===== config.mk =====
export PLATFORM = sky130hd
export DESIGN_NAME = dormancy_trigger
export DESIGN_NICKNAME = d
export VERILOG_FILES = /design/src/rtl/dormancy_trigger.sv
export SDC_FILE = /design/constraint.sdc
export NUM_CORES = 1
export LEC_CHECK = 0
export ABC_AREA = 0
export BUFFER_PORTS_ARGS = -buffer_cell sky130_fd_sc_hd__buf_2
export CAP_MARGIN = 20
export CORE_MARGIN = 2
export CORE_UTILIZATION = 60
export CTS_BUF_LIST = sky130_fd_sc_hd__clkbuf_8
export CTS_CLUSTER_SIZE = 20
export DETAILED_ROUTE_END_ITERATION = 6
export PLACE_DENSITY = 0.8
export SYNTH_ARGS = -nofsm -noshare
export SYNTH_HDL_FRONTEND = slang
export SYNTH_SLANG_ARGS = --single-unit

===== constraint.sdc =====
create_clock -name clk -period 4.15 [get_ports clk]
set_input_delay 0 -clock clk [delete_from_list [all_inputs] [get_ports clk]]
set_output_delay 0 -clock clk [all_outputs]
set_load 0.02 [all_outputs]

===== src/rtl/dormancy_trigger.sv =====
// Neglect monitor: counts prescaled ticks without a stimulus rising edge while the plant is active
// and raises a held collapse request. Optional DORMANCY_TRIGGER_CANCEL_EN lets a stimulus edge withdraw a pending request.
module dormancy_trigger #(
  parameter int unsigned NEGLECT_LIMIT = 20,
  parameter int unsigned COUNTER_WIDTH = 8,
  parameter int unsigned TICK_DIV      = 1000,
  parameter int unsigned TICK_WIDTH    = 16
) (
  input  logic                     clk,
  input  logic                     rst_n,
  input  logic                     stimulus,
  input  logic [1:0]               state,
  output logic                     collapse_req,
  output logic [COUNTER_WIDTH-1:0] neglect_level
);

  typedef enum logic [1:0] {
    WATCH   = 2'd0,
    REQUEST = 2'd1,
    DORMANT = 2'd2
  } fsm_t;

  localparam logic [1:0]               PLANT_DORMANT = 2'd2;
  localparam logic [TICK_WIDTH-1:0]    TICK_LAST     = TICK_WIDTH'(TICK_DIV - 1);
  localparam logic [COUNTER_WIDTH-1:0] LEVEL_MAX     = '1;
  localparam logic [COUNTER_WIDTH-1:0] LEVEL_LIMIT   = COUNTER_WIDTH'(NEGLECT_LIMIT);

  fsm_t                  fsm;
  logic                  stim_d;
  logic [TICK_WIDTH-1:0] prescaler;

  logic stim_edge_c;
  logic tick_c;
  logic plant_dormant_c;

  assign stim_edge_c     = stimulus & ~stim_d;
  assign tick_c          = (prescaler == TICK_LAST);
  assign plant_dormant_c = (state == PLANT_DORMANT);

  // collapse_req is written alongside every FSM transition so it always equals (fsm == REQUEST)
  always_ff @(posedge clk or negedge rst_n) begin
    if (!rst_n) begin
      fsm           <= WATCH;
      stim_d        <= 1'b0;
      prescaler     <= '0;
      neglect_level <= '0;
      collapse_req  <= 1'b0;
    end else begin
      stim_d <= stimulus;
      case (fsm)
        WATCH: begin
          if (plant_dormant_c) begin
            fsm           <= DORMANT;
            prescaler     <= '0;
            neglect_level <= '0;
            collapse_req  <= 1'b0;
          end else begin
            if (stim_edge_c) begin
              prescaler     <= '0;
              neglect_level <= '0;
            end else begin
              prescaler <= tick_c ? '0 : prescaler + TICK_WIDTH'(1);
              if (tick_c && (neglect_level != LEVEL_MAX))
                neglect_level <= neglect_level + COUNTER_WIDTH'(1);
            end
            // Decision uses the registered level, giving one cycle of request latency
            if (neglect_level >= LEVEL_LIMIT) begin
              fsm          <= REQUEST;
              collapse_req <= 1'b1;
            end
          end
        end

        REQUEST: begin
          if (plant_dormant_c) begin
            fsm           <= DORMANT;
            prescaler     <= '0;
            neglect_level <= '0;
            collapse_req  <= 1'b0;
          end
`ifdef DORMANCY_TRIGGER_CANCEL_EN
          else if (stim_edge_c) begin
            fsm           <= WATCH;
            prescaler     <= '0;
            neglect_level <= '0;
            collapse_req  <= 1'b0;
          end
`endif
        end

        DORMANT: begin
          prescaler     <= '0;
          neglect_level <= '0;
          collapse_req  <= 1'b0;
          if (!plant_dormant_c)
            fsm <= WATCH;
        end

        default: begin
          fsm           <= WATCH;
          prescaler     <= '0;
          neglect_level <= '0;
          collapse_req  <= 1'b0;
        end
      endcase
    end
  end

endmodule

==> flow_summary.yaml <==
outcome:
  outcome: "finished, final reports clean"
yosys:
  synth_ff_type: "dfrtp_1"
  synth-edff-count: 0
  synth_top_cell_area_share_pct: 41.30
  async_flop_share_pct: 100.0
  ys_seq_area_share_pct: 41.30
  ys_ff_latch: 28
  synthCells: 183
  synth_nets: 191
  syn_avg_cell_area_um2: 9.271
  synth_area_leader_cell: "dfrtp_1"
  synth-warning-count: 0
  synth_area_leaders: "dfrtp_1 (41%), a31oi_1 (6.3%), nand3_1 (3.8%), o211ai_1 (3.5%), nand4_1 (3.3%)"
  synth_area_um2: 1697
  synth_cell_types: 46
floorplan:
  start_util_pct: 62.60
  num_io_pins: 14
  num_rows: 19
  chipWidth_um: 57.18
  dieHeight_um: 57.18
  fp.coreArea_um2: 2710
  die_area_um2: 3269
setup_path:
  r2r_start: "prescaler[0]"
  cpPeakStageDelay_ns: 0.47
  cp_top_family: "simple AND/OR/NAND/NOR gates"
  crit_path_end_kind: "flop"
  cp.buffers_inverters: 1
  crit_slowest_cell: "or4_1"
  crit_type: "flop to flop"
  arrival_ns: 2.61
  crit_chain: "ha_1, nor3b_1, nand4_1, buf_8, or4_1, o211ai_1"
  reg2reg_slack_ns: 1.72
  required_ns: 4.33
  reg2reg_depth: 6
  crit_path_max_fanout: 21
  regToRegEndpoint: "neglect_level[5]"
  critPathLaunchType: "flop"
clock_tree:
  post_cts_resized: 0
  cts_tree: "done"
  h-tree-depth: 1
  clk_pin_slew_worst_paths_ns: 0.10
  clock_sinks: 28
  cts_buffers: 3
  cts_buffer_depth: 2
  clk_latency_ns: 0.27
  cts-root-buf: "clkbuf_8"
sta:
  rsz0062_at_grt: "no"
  final-max-slew-violation-count: 0
  skew_ns: 0.005187
  setup_viol: 0
  tns_ns: 0
  max_freq_mhz: 412.0
  relSlewSlack_pct: 56.49
  hold_viol: 0
  period_share_pct: 58.49
  period_needed_ns: 2.427
  whs_ns: 0.03608
  worst_pin_slew_ns: 0.6508
global_route:
  antenna_found_initial: 0
  grt_pass1_vias: 1478
  grtUsageTotal_pct: 24.83
  grt_pass1_wl_um: 6451
  grt_max_degree: 32
  grt_overflow_total: 0
finish:
  layout_commonest_cell: "dfrtp_1"
  syn_to_final_growth_pct: 7.670
  layout_common_cells: "dfrtp_1 (28), a31oi_1 (17), nand3_1 (13), buf_2 (13), nand2_1 (12)"
  fin_nets: 201
  fin_cells: 223
  drive_above_1_share_pct: 14.06
  diodes: 0
run:
  maxCapViolCount: 0
power:
  p_sw_share_pct: 24.20
  power_density_nw_per_um2: 276.1
  p_seq_share_pct: 56.5
  pwr-share-comb_pct: 9.8
  internal_power_uw: 382.3
  total_power_uw: 504.4
  ir_drop_v: 0.0002353
  switchingPower_uw: 122.0
  clkPwrFrac_pct: 33.7
  leakage_uw: 0.0007628
routing:
  vias: 1600
  ant_nets: 0
  first_pass_iters: 4
  drcViolationCount: 0
  viasPerCell: 7.175
  drt_iter0_drc: 123
  wl_um: 3948
  wl_per_cell_um: 17.70
min_path:
  worstHoldPathCells: 3
  min_path_type: "input port to flop"
  hold_start: "state[0]"
  hold_end: "fsm[1]"
placement:
  dp_hpwl_um: 2677
  post-place-cells: 216
  port_buffers: 13
  gp_congestion: 0.9314
## worst reg2reg max path, delay by kind of cell (launching register included)
family,cells,cell delay (ns)
buffers and inverters,1,0.34
and+or+nand+nor,3,1.22
DFF,1,0.40
adders and majority gates,1,0.28
AOI/OAI and AO/OA,1,0.09
## logic make-up after synthesis
| logic type | after synthesis | synth area share (%) |
|---|---|---|
| multiplexers | 1 | 0.5900 |
| flip-flops | 28 | 41.30 |
| buffers and inverters | 23 | 7.006 |
| AND/OR/NAND/NOR | 74 | 25.81 |
| adder cells (fa/ha/maj) | 3 | 2.213 |
| AO/OA/AOI/OAI | 54 | 23.08 |
## per-layer routing
layer  global-route usage (%)  vias up  share of wire (%)
met5                        0        -                  0
met4                    10.30        0                2.7
met3                    3.175       18                7.8
met2                    40.07       85                 45
met1                    34.08      755                 44
li1                         -      742                  -
## timing repair
item	in CTS	in global routing
endpoints found under the setup margin	0	0
buffers inserted	0	0
hold buffers	2	0
endpoints found under the hold margin	29	0
## per-stage QoR
step / area, um^2 / util, % / worst slack [ns]
final: 1827 / 67.41 / 1.723
after global routing: 1827 / 67.41 / 1.574
after CTS: 1812 / 66.85 / 1.278
after detailed placement: 1737 / 64.08 / 1.302
after global placement: 1737 / 64.08 / 1.426
after floorplan: 1697 / - / 2.425
## layout make-up
class / instances / area, um^2
Clock buffer: 4 / 55.05
Fill cell: 213 / 883.3
Inverter: 11 / 41.29
Multi-Input combinational cell: 132 / 883.3
Sequential cell: 28 / 700.7
Tap cell: 31 / 38.79
Timing Repair Buffer: 17 / 107.6
## power groups by stage
stage	sequential, uW	combinational (uW)	clock, uW
after floorplan	288	35.1	0
after global placement	290	45.7	0
after detailed placement	290	48.0	0
after CTS	285	49.7	169
after global routing	286	54.9	179
final	285	49.7	170
## worst max path at each step
stage | to | startpoint | cells after the start
final | neglect_level[5] | prescaler[0] | 6
after global routing | neglect_level[5] | prescaler[0] | 6
after CTS | neglect_level[5] | prescaler[0] | 5
after detailed placement | neglect_level[5] | prescaler[0] | 5
after global placement | neglect_level[5] | prescaler[0] | 5
after floorplan | neglect_level[7] | prescaler[0] | 6
## cells in the mapped netlist (all sizes together), types with 4 or more instances
library cell  count
dfrtp            28
a31oi            17
nand3            13
nand2            12
inv              11
nand4             9
o211ai            8
clkbuf            7
and3              6
nor4              5
o21ai             5
or4               5
and4              4
buf               4
nor2              4
nor3              4
## state kept, by name (all words and copies together), names as in the netlist
| name | count |
|---|---|
| stim_d | 1 |
| prescaler | 16 |
| fsm | 2 |
| neglect_level | 8 |
| collapse_req | 1 |
Power figures use the tool's default switching activity.
